## src/rtl/multi_digit_display_driver_if.sv

```systemverilog
// Host-side bus of the multiplexed hex display driver: load strobe, digit data,
// display controls, and the registered pin outputs coming back.
interface multi_digit_display_driver_if #(
  parameter int NUM_DIGITS = 4
);
  logic                    load;
  logic [4*NUM_DIGITS-1:0] digitIn;
  logic [NUM_DIGITS-1:0]   dotIn;
  logic [3:0]              brightness;
  logic                    blankEn;
  logic                    busy;
  logic [7:0]              hexOut;
  logic [NUM_DIGITS-1:0]   segSelect;

  modport master (
    output load, digitIn, dotIn, brightness, blankEn,
    input  busy, hexOut, segSelect
  );

  modport slave (
    input  load, digitIn, dotIn, brightness, blankEn,
    output busy, hexOut, segSelect
  );
endinterface

```

## src/rtl/multi_digit_display_driver.sv

```systemverilog
// Time-multiplexed hex display driver with frame-synchronous loading and PWM brightness.
// Define LEADING_ZERO_BLANK_EN to build in run-time leading-zero blanking (BLANK_EN).
module multi_digit_display_driver #(
  parameter int NUM_DIGITS  = 4,
  parameter int SUBSLOT_DIV = 390
) (
  input  logic                        clk,
  input  logic                        rst,
  multi_digit_display_driver_if.slave bus
);

  localparam int SubW  = (SUBSLOT_DIV > 1) ? $clog2(SUBSLOT_DIV) : 1;
  localparam int IdxW  = (NUM_DIGITS > 1) ? $clog2(NUM_DIGITS) : 1;
  localparam int DataW = 4 * NUM_DIGITS;
  localparam logic [SubW-1:0] SubMax = SubW'(SUBSLOT_DIV - 1);
  localparam logic [IdxW-1:0] IdxMax = IdxW'(NUM_DIGITS - 1);

  typedef enum logic {
    StIdle,
    StPending
  } loadState_t;

  logic [SubW-1:0]       subCntQ, subCntD;
  logic [3:0]            subPhaseQ, subPhaseD;
  logic [IdxW-1:0]       digitIdxQ, digitIdxD;
  loadState_t            stateQ, stateD;
  logic [DataW-1:0]      pendDigitsQ, pendDigitsD;
  logic [DataW-1:0]      dispDigitsQ, dispDigitsD;
  logic [NUM_DIGITS-1:0] pendDotsQ, pendDotsD;
  logic [NUM_DIGITS-1:0] dispDotsQ, dispDotsD;
  logic [7:0]            hexOutQ, hexOutD;
  logic [NUM_DIGITS-1:0] segSelQ, segSelD;

  logic                  slotTick;
  logic                  frameEnd;
  logic [3:0]            curNibble;
  logic                  curDot;
  logic                  curBlank;
  logic [NUM_DIGITS-1:0] curOneHot;

  function automatic logic [6:0] hexToSeg(input logic [3:0] nib);
    logic [6:0] seg;
    case (nib)
      4'h0:    seg = 7'h40;
      4'h1:    seg = 7'h79;
      4'h2:    seg = 7'h24;
      4'h3:    seg = 7'h30;
      4'h4:    seg = 7'h19;
      4'h5:    seg = 7'h12;
      4'h6:    seg = 7'h02;
      4'h7:    seg = 7'h78;
      4'h8:    seg = 7'h00;
      4'h9:    seg = 7'h10;
      4'hA:    seg = 7'h08;
      4'hB:    seg = 7'h03;
      4'hC:    seg = 7'h46;
      4'hD:    seg = 7'h21;
      4'hE:    seg = 7'h06;
      default: seg = 7'h0E;
    endcase
    return seg;
  endfunction

  always_ff @(posedge clk) begin
    if (rst) begin
      subCntQ     <= '0;
      subPhaseQ   <= '0;
      digitIdxQ   <= '0;
      stateQ      <= StIdle;
      pendDigitsQ <= '0;
      pendDotsQ   <= '0;
      dispDigitsQ <= '0;
      dispDotsQ   <= '0;
      hexOutQ     <= 8'hFF;
      segSelQ     <= '1;
    end else begin
      subCntQ     <= subCntD;
      subPhaseQ   <= subPhaseD;
      digitIdxQ   <= digitIdxD;
      stateQ      <= stateD;
      pendDigitsQ <= pendDigitsD;
      pendDotsQ   <= pendDotsD;
      dispDigitsQ <= dispDigitsD;
      dispDotsQ   <= dispDotsD;
      hexOutQ     <= hexOutD;
      segSelQ     <= segSelD;
    end
  end

  // The prescaler is kept as (sub-phase, count within sub-phase) so no divider is needed.
  always_comb begin
    slotTick  = (subPhaseQ == 4'hF) && (subCntQ == SubMax);
    frameEnd  = slotTick && (digitIdxQ == IdxMax);
    subCntD   = subCntQ + SubW'(1);
    subPhaseD = subPhaseQ;
    digitIdxD = digitIdxQ;
    if (subCntQ == SubMax) begin
      subCntD   = '0;
      subPhaseD = subPhaseQ + 4'd1;
    end
    if (slotTick) begin
      digitIdxD = (digitIdxQ == IdxMax) ? '0 : digitIdxQ + IdxW'(1);
    end
  end

  always_comb begin
    stateD      = stateQ;
    pendDigitsD = pendDigitsQ;
    pendDotsD   = pendDotsQ;
    dispDigitsD = dispDigitsQ;
    dispDotsD   = dispDotsQ;
    if (frameEnd) begin
      // A load landing on the boundary itself bypasses the pending register.
      if (bus.load) begin
        dispDigitsD = bus.digitIn;
        dispDotsD   = bus.dotIn;
      end else if (stateQ == StPending) begin
        dispDigitsD = pendDigitsQ;
        dispDotsD   = pendDotsQ;
      end
      stateD = StIdle;
    end else if (bus.load) begin
      pendDigitsD = bus.digitIn;
      pendDotsD   = bus.dotIn;
      stateD      = StPending;
    end
  end

`ifdef LEADING_ZERO_BLANK_EN
  logic [NUM_DIGITS-1:0] zeroFromHere;

  always_comb begin
    zeroFromHere = '0;
    for (int k = 0; k < NUM_DIGITS; k++) begin
      zeroFromHere[k] = ((dispDigitsQ >> (4 * k)) == '0);
    end
  end
`else
  logic unusedBlankEn;
  assign unusedBlankEn = bus.blankEn;
`endif

  always_comb begin
    curNibble = '0;
    curDot    = 1'b0;
    curBlank  = 1'b0;
    curOneHot = '0;
    for (int k = 0; k < NUM_DIGITS; k++) begin
      if (digitIdxQ == IdxW'(k)) begin
        curNibble    = dispDigitsQ[4*k +: 4];
        curDot       = dispDotsQ[k];
        curOneHot[k] = 1'b1;
`ifdef LEADING_ZERO_BLANK_EN
        curBlank     = bus.blankEn && (k != 0) && zeroFromHere[k];
`endif
      end
    end
    hexOutD = {~curDot, curBlank ? 7'h7F : hexToSeg(curNibble)};
    segSelD = (subPhaseQ <= bus.brightness) ? ~curOneHot : '1;
  end

  assign bus.busy      = (stateQ == StPending);
  assign bus.hexOut    = hexOutQ;
  assign bus.segSelect = segSelQ;

endmodule

```

## src/flat_wrapper.sv

```systemverilog
// flat-port wrapper written by rule: the top's interface ports become plain ports
module multi_digit_display_driver_flat 
#(
  parameter int NUM_DIGITS  = 4,
  parameter int SUBSLOT_DIV = 390
)
  (clk, rst, bus_load, bus_digitIn, bus_dotIn, bus_brightness, bus_blankEn, bus_busy, bus_hexOut, bus_segSelect);
  multi_digit_display_driver_if #(.NUM_DIGITS(NUM_DIGITS)) bus_i ();
  input  logic clk;
  input  logic rst;
  input wire logic [$bits(bus_i.load)-1:0] bus_load;
  input wire logic [$bits(bus_i.digitIn)-1:0] bus_digitIn;
  input wire logic [$bits(bus_i.dotIn)-1:0] bus_dotIn;
  input wire logic [$bits(bus_i.brightness)-1:0] bus_brightness;
  input wire logic [$bits(bus_i.blankEn)-1:0] bus_blankEn;
  output wire logic [$bits(bus_i.busy)-1:0] bus_busy;
  output wire logic [$bits(bus_i.hexOut)-1:0] bus_hexOut;
  output wire logic [$bits(bus_i.segSelect)-1:0] bus_segSelect;
  assign bus_i.load = bus_load;
  assign bus_i.digitIn = bus_digitIn;
  assign bus_i.dotIn = bus_dotIn;
  assign bus_i.brightness = bus_brightness;
  assign bus_i.blankEn = bus_blankEn;
  assign bus_busy = bus_i.busy;
  assign bus_hexOut = bus_i.hexOut;
  assign bus_segSelect = bus_i.segSelect;
  multi_digit_display_driver #(.NUM_DIGITS(NUM_DIGITS), .SUBSLOT_DIV(SUBSLOT_DIV)) u_core (.clk(clk), .rst(rst), .bus(bus_i));
endmodule
```

## config.mk

```make
export PLATFORM = sky130hd
export DESIGN_NAME = multi_digit_display_driver_flat
export DESIGN_NICKNAME = d
export VERILOG_FILES = /design/src/rtl/multi_digit_display_driver_if.sv /design/src/rtl/multi_digit_display_driver.sv /design/src/flat_wrapper.sv
export SDC_FILE = /design/constraint.sdc
export NUM_CORES = 1
export LEC_CHECK = 0
export ABC_AREA = 1
export CORE_MARGIN = 2
export CORE_UTILIZATION = 50
export CTS_BUF_LIST = sky130_fd_sc_hd__clkbuf_2
export DETAILED_ROUTE_END_ITERATION = 12
export PLACE_DENSITY_LB_ADDON = 0.12
export RECOVER_POWER = 25
export SLEW_MARGIN = 25
export SYNTH_ARGS = -nofsm -noshare
export SYNTH_HDL_FRONTEND = slang
export SYNTH_SLANG_ARGS = --single-unit
```

## constraint.sdc

```tcl
create_clock -name clk -period 3.37 [get_ports clk]
set_input_delay 0.674 -clock clk [delete_from_list [all_inputs] [get_ports clk]]
set_output_delay 0.674 -clock clk [all_outputs]
set_load 0.1 [all_outputs]
```

==> impl_metrics.env, run 1 <==
export IMPL_design_area_um2=3850
export IMPL_wirelength_mm=6.80
export IMPL_synth_cell_types=28
export IMPL_core_um2=6460
export IMPL_reg2reg_from="u_core.subCntQ[0]"
export IMPL_synth_seq_cells=68
export IMPL_peakVddDrop_v=0.000260
export IMPL_clock_latency_ps=490
export IMPL_syn_inst=489
export IMPL_antenna_cells=0
export IMPL_detail_route_antenna_nets=0
export IMPL_power_w=0.00139
export IMPL_max_slew_margin_pct=23.2
export IMPL_min_path_type="flip-flop to flip-flop"
export IMPL_cts_buffers_inserted=9
export IMPL_period_minus_slack_ps=2820
export IMPL_cts_resized_gates=0
export IMPL_rsz0062_at_grt="no"
export IMPL_portBuffers=39
export IMPL_hold_violations=0
export IMPL_grt_pass1_wl_mm=12.1
export IMPL_worstPathMaxFanout=24
export IMPL_postCtsSetupBuffers=0
export IMPL_cts_sinks=68
export IMPL_path_class="primary input to flip-flop"
export IMPL_cts_tree="yes"
export IMPL_gr_total_overflow=0
export IMPL_startpoint_type="primary input"
export IMPL_drv_cap=0
export IMPL_syn_nets=534
export IMPL_postCtsHoldBufs=0
export IMPL_synth_area_um2=3380
export IMPL_rows=29
export IMPL_max_freq_mhz=354
export IMPL_cp_cell_sequence="clkdlybuf4s50_1 -> clkbuf_1 -> inv_1 -> buf_4 -> o211ai_1 -> a21oi_1"
export IMPL_ios=41
export IMPL_powerDensity_nw_per_um2=360
export IMPL_dieArea_um2=7430
export IMPL_crit_arrival_ps=3210
export IMPL_clock_skew_ps=17.8
export IMPL_avgSynthCellArea_um2=6.91
export IMPL_path_clk_slew_ps=170
export IMPL_cp_required_ps=3760
export IMPL_yosysSeqAreaShare_pct=40.3
export IMPL_hold_depth=2
export IMPL_grt_max_degree=42
export IMPL_drc=0
export IMPL_die_h_um=86.2
export IMPL_start_util_pct=52.3
export IMPL_status="finished clean"
export IMPL_grt_pass1_vias=2824
export IMPL_route_detailed_wl_per_inst_um=11.3
export IMPL_tns_ps=0
export IMPL_via_per_inst=5.10
export IMPL_r2r_setup_slack_ps=950
export IMPL_post_route_period_util_pct=83.7
export IMPL_grt_total_usage_pct=19.7
export IMPL_syn2layout_area_growth_pct=14.0
export IMPL_min_delay_start="u_core.dispDigitsQ[14]"
export IMPL_antenna_found_initial=0
export IMPL_setup_viol=0
export IMPL_rr_worst_depth=8
export IMPL_drive_gt1_share_pct=5.32
export IMPL_h_tree_depth=3
export IMPL_max_stage_delay_ps=820
export IMPL_drtIter0Drc=123
export IMPL_tightest_slew_ps=1160
export IMPL_crit_slowest_cell="clkbuf_1"
export IMPL_finalNetCount=567
export IMPL_dp_hpwl_mm=4.77
export IMPL_leakagePower_nw=1.69
export IMPL_whs_endpoint="u_core.dispDigitsQ[14]"
export IMPL_postPlaceCellArea_um2=3800
export IMPL_maxSlewViolCount=0
export IMPL_synth_warnings=0
export IMPL_worstSetupEndpointType="flip-flop"
export IMPL_cts_buffer_depth=2
export IMPL_first_pass_iters=4
export IMPL_vias=3077
export IMPL_die_x_um=86.2
export IMPL_gp_congestion=0.830
export IMPL_cts_root_buf="clkbuf_2"
export IMPL_r2r_end="u_core.dispDotsQ[1]"
## critical path, delay by kind of cell
family	cells	cell delay (ps)
buffers and inverters	4	2370
AOI/OAI and AO/OA	2	160
## cell usage in the layout (no fill, tap or decap), types with 2 or more instances in the layout
cell type,count
nor3_1,4
nand2_2,2
nand2_1,130
clkinv_1,2
inv_2,4
ha_1,17
inv_1,48
clkbuf_2,11
o211ai_1,4
clkbuf_1,2
dfxtp_1,68
clkdlybuf4s50_1,37
buf_4,6
nor2_1,63
nand3_1,33
nand4_1,23
clkinv_2,2
o21ai_0,24
a21oi_1,35
## cell usage after synthesis (all sizes together)
master,count,area [um^2]
nand3,33,178
a21oi,35,175
o21ai,25,125
nand2,132,500
nand4,23,144
a32o,1,10.0
or2,1,6.26
clkbuf,11,41.3
buf,13,73.8
inv,52,195
o31ai,1,7.51
nor3b,1,7.51
o211ai,4,30.0
nor3,4,20.0
dfxtp,68,1360
nor2,65,265
xnor2,1,8.76
ha,17,213
o21bai,1,7.51
xor2,1,8.76
## layer usage
layer | vias up | GRT usage (%) | part of all wire (%)
met3 | 12 | 3.24 | 3.8
li1 | 1635 | - | -
met4 | 0 | 7.39 | 1.7
met2 | 57 | 32.5 | 44
met5 | - | 0 | 0
met1 | 1373 | 26.2 | 51
## worst max-delay path by stage
stage	from	end	slack [ps]	depth (start not counted)
finish	rst	u_core.subCntQ[5]	550	6
detailed placement	bus_load	u_core.dispDotsQ[1]	880	7
CTS	u_core.bus.hexOut[7]	bus_hexOut[7]	710	1
global placement	bus_load	u_core.dispDigitsQ[9]	940	7
global route	rst	u_core.subCntQ[5]	390	6
floorplan	u_core.digitIdxQ[0]	u_core.bus.hexOut[3]	1560	13
## cell type report
class                      instances  area, um^2
tap                               77        96.3
clock inverter                     4        17.5
sequential                        68        1360
timing repair buffer              46         433
inverter                          52         195
clock buffer                      11        55.1
fill                             640        2610
multi-input combinational        345        1690
## logic make-up after synthesis
| group | after synthesis | synth area share, % |
|---|---|---|
| simple gates | 259 | 33.2 |
| buf+inv | 76 | 9.19 |
| flops | 68 | 40.3 |
| compound gates | 67 | 10.5 |
| fa+ha+maj | 17 | 6.30 |
| xor+xnor | 2 | 0.519 |
## report_power, final
part	total, W	switching [W]	internal (W)
sequential	0.000838	0.00000791	0.000830
clock	0.000364	0.000272	0.0000926
combinational	0.000184	0.000118	0.0000659
total	0.00139	0.000398	0.000988
## stage by stage
step / worst slack (ps) / cells / hold slack (ps) / util [%]
CTS: 707 / 603 / 477 / 60.0
global route: 389 / 603 / 498 / 59.6
global placement: 940 / 588 / 447 / 58.8
floorplan: 1560 / 489 / 433 / -
detailed placement: 877 / 588 / 455 / 58.8
finish: 549 / 603 / 474 / 59.6
## sequential cells by signal (all words and copies together), names as in the netlist
signal,cells
u_core.dispDigitsQ,16
u_core.bus.hexOut,8
u_core.pendDigitsQ,16
u_core.digitIdxQ,2
u_core.bus.segSelect,4
u_core.subCntQ,9
u_core.pendDotsQ,4
u_core.dispDotsQ,4
u_core.subPhaseQ,4
u_core.bus.busy,1
No activity file was read; power rests on OpenSTA's default activity.
==> inputs of run 2 (changes only) <==
clock period = 2.4 ns   (was 3.37 ns; I/O delays follow)
==> run 2 against run 1 <==
  * Via count decreased by 1.9%
  * Setup slack got worse by 260 ps
  * Worst hold slack got worse by 1.3 ps
  * Utilization increased by 0.72 points
  * Largest power group unchanged
==> impl_metrics.env, run 2 (same netlist as run 1, synthesis figures left out) <==
export IMPL_reg_top3="u_core.dispDigitsQ x16, u_core.pendDigitsQ x16, u_core.subCntQ x9"
export IMPL_portBuffers=39
export IMPL_fillers=630
export IMPL_cp_required_ps=2760
export IMPL_share_comb_of_total_power_pct=11.9
export IMPL_r2r_setup_slack_ps=290
export IMPL_drive_gt1_share_pct=8.52
export IMPL_dieArea_um2=7430
export IMPL_gp_congestion=0.836
export IMPL_clock_latency_ps=480
export IMPL_path_clk_slew_ps=180
export IMPL_postCtsHoldBufs=0
export IMPL_vias=3018
export IMPL_grt_total_usage_pct=18.8
export IMPL_via_per_inst=4.99
export IMPL_fin_util_pct=60.3
export IMPL_grt_pass1_vias=2626
export IMPL_status="finished clean"
export IMPL_top_usage_layer="met2"
export IMPL_rows=29
export IMPL_die_h_um=86.2
export IMPL_place_worst_setup_slack_ps=308
export IMPL_route_detailed_wl_per_inst_um=11.0
export IMPL_setup_viol=0
export IMPL_grt_util_met2_pct=30.1
export IMPL_max_freq_mhz=473
export IMPL_detail_route_antenna_nets=0
export IMPL_use_met1_pct=25.6
export IMPL_gr_total_overflow=0
export IMPL_cts_root_buf="clkbuf_2"
export IMPL_dp_hpwl_mm=4.68
export IMPL_antenna_found_initial=0
export IMPL_seq_power_share_pct=54.6
export IMPL_max_slew_margin_pct=64.2
export IMPL_drc=0
export IMPL_core_um2=6460
export IMPL_finalNetCount=568
export IMPL_drtIter0Drc=99
export IMPL_worstSetupEndpointType="flip-flop"
export IMPL_final_common_cell="nand2_1"
export IMPL_met3_usage_pct=2.95
export IMPL_die_x_um=86.2
export IMPL_wirelength_mm=6.68
export IMPL_period_minus_slack_ps=2110
export IMPL_crit_arrival_ps=2470
export IMPL_h_tree_depth=3
export IMPL_setup_ws_ps=288
export IMPL_maxSlewViolCount=0
export IMPL_mostFrequentLayoutCells="nand2_1 (130), dfxtp_1 (68), nor2_1 (63), inv_1 (46), a21oi_1 (35)"
export IMPL_cts_buffers_inserted=9
export IMPL_peakVddDrop_v=0.000285
export IMPL_post_route_period_util_pct=88.0
export IMPL_antenna_cells=0
export IMPL_first_pass_iters=4
export IMPL_power_w=0.00216
export IMPL_worstPathMaxFanout=8
export IMPL_power_internal_w=0.00159
export IMPL_tns_ps=0
export IMPL_start_util_pct=52.3
export IMPL_ios=41
export IMPL_netSwitchingFraction_pct=26.3
export IMPL_rsz0062_at_grt="no"
export IMPL_postCtsSetupBuffers=0
export IMPL_leakagePower_nw=1.73
export IMPL_p_sw_w=0.000567
export IMPL_startpoint_type="flip-flop"
export IMPL_drv_cap=0
export IMPL_cts_buffer_depth=2
export IMPL_tightest_slew_ps=540
export IMPL_cts_tree="yes"
export IMPL_cts_resized_gates=0
export IMPL_hold_violations=0
export IMPL_powerDensity_nw_per_um2=554
export IMPL_grt_max_degree=42
export IMPL_cts_sinks=68
export IMPL_min_path_type="flip-flop to flip-flop"
export IMPL_holdWs_ps=473
export IMPL_clock_skew_ps=18.8
export IMPL_path_class="flip-flop to flip-flop"
export IMPL_syn2layout_area_growth_pct=15.3
export IMPL_pwr_share_clk_pct=33.5
export IMPL_grt_pass1_wl_mm=11.4
==> run 2: cell count changes in the layout (fill, tap and decap cells not counted) <==
| cell | before | now |
|---|---|---|
| buf_12 | 0 | 1 |
| clkdlybuf4s50_1 | 37 | 25 |
| inv_1 | 48 | 46 |
| clkbuf_1 | 2 | 0 |
| inv_2 | 4 | 6 |
| clkinv_1 | 2 | 3 |
| bufinv_16 | 0 | 2 |
| buf_4 | 6 | 18 |
==> run 2: worst max-delay path, cell delays in order, from the launching register on <==
cell	delay, ps
dfxtp_1	370
inv_1	110
ha_1	340
inv_1	140
o211ai_1	120
nand2_1	80
nand2_1	180
inv_1	110
ha_1	220
nand2_1	100
nand3_1	70
o21ai_1	100
nand2_1	70
==> run 2: worst paths after layout <==
kind                               start                      to  cells after the start
hold / removal    u_core.dispDigitsQ[15]  u_core.dispDigitsQ[15]                      2
setup reg to reg     u_core.digitIdxQ[0]    u_core.bus.hexOut[3]                     12
hold reg to reg   u_core.dispDigitsQ[15]  u_core.dispDigitsQ[15]                      2
setup / recovery     u_core.digitIdxQ[0]    u_core.bus.hexOut[3]                     12
==> run 2: power by group through the flow <==
stage	logic [W]	registers (W)	clock network (W)
2_1_floorplan	0.000117	0.00126	0
3_3_place_gp	0.000256	0.00120	0
3_5_place_dp	0.000260	0.00120	0
4_1_cts	0.000260	0.00118	0.000749
5_1_grt	0.000287	0.00118	0.000787
6_report	0.000256	0.00118	0.000723
==> run 2: per-stage QoR <==
stage / cells / instance area, um^2
4_1_cts: 605 / 3920
3_3_place_gp: 589 / 3790
5_1_grt: 605 / 3900
6_report: 605 / 3900
3_5_place_dp: 589 / 3790
2_1_floorplan: 489 / 3380
==> run 2: final cells by class <==
cell class	instances	area (um^2)	share of cell area, %
Multi-Input combinational cell	345	1690	43.4
Clock inverter	7	81.3	2.09
Clock buffer	9	45.0	1.16
Timing Repair Buffer	47	425	10.9
Sequential cell	68	1360	34.9
Inverter	52	195	5.01
Tap cell	77	96.3	2.47
==> run 2: routing by layer <==
layer  wire length (um)  vias up
li1                   -     1644
met5                  0        -
met4                114        0
met2               2950       54
met1               3410     1309
met3                206       11
==> inputs of run 3 (changes only) <==
PLACE_DENSITY = 0.79   (was unset)
PLACE_DENSITY_LB_ADDON = unset   (was 0.12)
==> run 3 against run 2 <==
  * Register-to-register slack better by 20 ps
  * Highest routed layer unchanged
  * Routed wire length up 4.8%
  * Via count up 2.5%
  * Maximum frequency up 1.1%
==> impl_metrics.env, run 3 (same netlist as run 1, synthesis figures left out) <==
export IMPL_status="finished clean"
export IMPL_crit_arrival_ps=2500
export IMPL_worstPathMaxFanout=11
export IMPL_r2r_end="u_core.bus.hexOut[3]"
export IMPL_gp_congestion=0.906
export IMPL_setup_viol=0
export IMPL_wirelength_mm=7.00
export IMPL_cts_sinks=68
export IMPL_gr_total_overflow=0
export IMPL_via_per_inst=5.12
export IMPL_crit_slowest_cell="dfxtp_1"
export IMPL_ios=41
export IMPL_fillers=626
export IMPL_rr_worst_depth=10
export IMPL_critPathLaunch="u_core.digitIdxQ[1]"
export IMPL_grt_pass1_wl_mm=12.2
export IMPL_top_layer_used="met4"
export IMPL_h_tree_depth=3
export IMPL_place_inst=590
export IMPL_worstSetupEndpointType="flip-flop"
export IMPL_route_detailed_wl_per_inst_um=11.6
export IMPL_multi_input_area_um2=1690
export IMPL_cts_buffer_depth=2
export IMPL_r2r_setup_slack_ps=310
export IMPL_grt_total_usage_pct=20.3
export IMPL_reg_top3="u_core.dispDigitsQ x16, u_core.pendDigitsQ x16, u_core.subCntQ x9"
export IMPL_dieArea_um2=7430
export IMPL_fin_util_pct=59.8
export IMPL_grt_max_degree=27
export IMPL_tightest_slew_ps=540
export IMPL_cp_cell_sequence="ha_2 -> inv_1 -> or2_2 -> nand2_1 -> inv_1 -> ha_1 -> nand3_1 -> nand3_1 -> o21ai_1 -> nand2_1"
export IMPL_clock_skew_ps=19.9
export IMPL_path_class="flip-flop to flip-flop"
export IMPL_place_worst_setup_slack_ps=217
export IMPL_die_h_um=86.2
export IMPL_powerDensity_nw_per_um2=530
export IMPL_leakagePower_nw=1.71
export IMPL_drv_cap=0
export IMPL_cts_buffers_inserted=9
export IMPL_crit_end="u_core.bus.hexOut[3]"
export IMPL_drc=0
export IMPL_detail_route_antenna_nets=0
export IMPL_syn2layout_area_growth_pct=14.3
export IMPL_regArea_um2=1360
export IMPL_antenna_found_initial=0
export IMPL_max_slew_margin_pct=64.1
export IMPL_start_util_pct=52.3
export IMPL_wl_met2_mm=3.21
export IMPL_period_minus_slack_ps=2090
export IMPL_cts_root_buf="clkbuf_2"
export IMPL_drive_gt1_share_pct=8.73
export IMPL_power_w=0.00205
export IMPL_setup_ws_ps=310
export IMPL_max_stage_delay_ps=430
export IMPL_cts_tree="yes"
export IMPL_max_freq_mhz=479
export IMPL_reg2reg_from="u_core.digitIdxQ[1]"
export IMPL_mostFrequentLayoutCells="nand2_1 (130), dfxtp_1 (68), nor2_1 (63), inv_1 (46), a21oi_1 (35)"
export IMPL_antenna_cells=0
export IMPL_maxSlewViolCount=0
export IMPL_drtIter0Drc=130
export IMPL_route_met3_wl_um=301
export IMPL_rows=29
export IMPL_final_common_cell="nand2_1"
export IMPL_clock_latency_ps=500
export IMPL_post_route_period_util_pct=87.1
export IMPL_portBuffers=39
export IMPL_die_x_um=86.2
export IMPL_path_clk_slew_ps=180
export IMPL_finalNetCount=569
export IMPL_postCtsHoldBufs=0
export IMPL_wl_met1_mm=3.36
export IMPL_dp_hpwl_mm=5.01
export IMPL_grt_pass1_vias=2822
export IMPL_min_path_type="flip-flop to flip-flop"
export IMPL_finalNonFillerCells=604
export IMPL_tns_ps=0
export IMPL_hold_violations=0
export IMPL_first_pass_iters=4
export IMPL_core_um2=6460
export IMPL_rsz0062_at_grt="no"
export IMPL_cp_required_ps=2810
export IMPL_startpoint_type="flip-flop"
export IMPL_vias=3094
export IMPL_peakVddDrop_v=0.000328
==> run 3: cell types whose count changed in the layout (fill, tap and decap cells not counted) <==
cell	previous run	this run
buf_4	18	20
buf_12	1	0
bufinv_16	2	1
clkbuf_2	11	12
clkinv_1	3	2
clkinv_2	2	1
ha_1	17	16
ha_2	0	1
==> run 3: power breakdown <==
| group | leakage (nW) | switching [W] | internal [W] |
|---|---|---|---|
| Clock | 0.0627 | 0.000384 | 0.000226 |
| Combinational | 1.09 | 0.000166 | 0.0000938 |
| Sequential | 0.557 | 0.0000117 | 0.00117 |
==> run 3: worst max-delay path: cells and delay by family (launching register included) <==
kind	cells	cell delay, ps
DFF	1	430
and+or+nand+nor	5	700
AOI/OAI and AO/OA	1	80
buffers and inverters	2	220
adders and majority gates	2	560
==> run 3: final cells by class <==
cell class                 count  area share [%]
clock buffer                  10            1.30
clock inverter                 4            1.10
inverter                      52            5.06
multi-input combinational    345            43.9
sequential                    68            35.3
tap                           77            2.50
timing repair buffer          48            10.9
==> run 3: layer usage <==
metal,GRT usage [%],vias to the layer above
li1,-,1640
met1,25.9,1372
met2,33.9,71
met3,3.52,11
met4,8.95,0
met5,0,-
==> run 3: through the flow <==
step           instance area, um^2  hold WS [ps]
5_1_grt                       3860           497
3_3_place_gp                  3780           446
2_1_floorplan                 3380           433
4_1_cts                       3880           474
3_5_place_dp                  3780           455
6_report                      3860           475
==> run 3: timing repair <==
action                                 4_1_cts  5_1_grt
endpoints found under the hold margin        0        0
resized for setup                            0        1
buffers inserted                             0        0
setup endpoints to repair                    0        3
==> run 3: how the worst min path moves through the flow <==
stage	startpoint	to	slack, ps	depth (start not counted)
3_3_place_gp	u_core.subCntQ[0]	u_core.subCntQ[0]	450	1
3_5_place_dp	u_core.dispDotsQ[3]	u_core.dispDotsQ[3]	450	2
5_1_grt	u_core.dispDotsQ[3]	u_core.dispDotsQ[3]	500	2
4_1_cts	u_core.dispDotsQ[3]	u_core.dispDotsQ[3]	470	2
6_report	u_core.dispDotsQ[3]	u_core.dispDotsQ[3]	480	2
2_1_floorplan	u_core.subCntQ[0]	u_core.subCntQ[0]	430	1
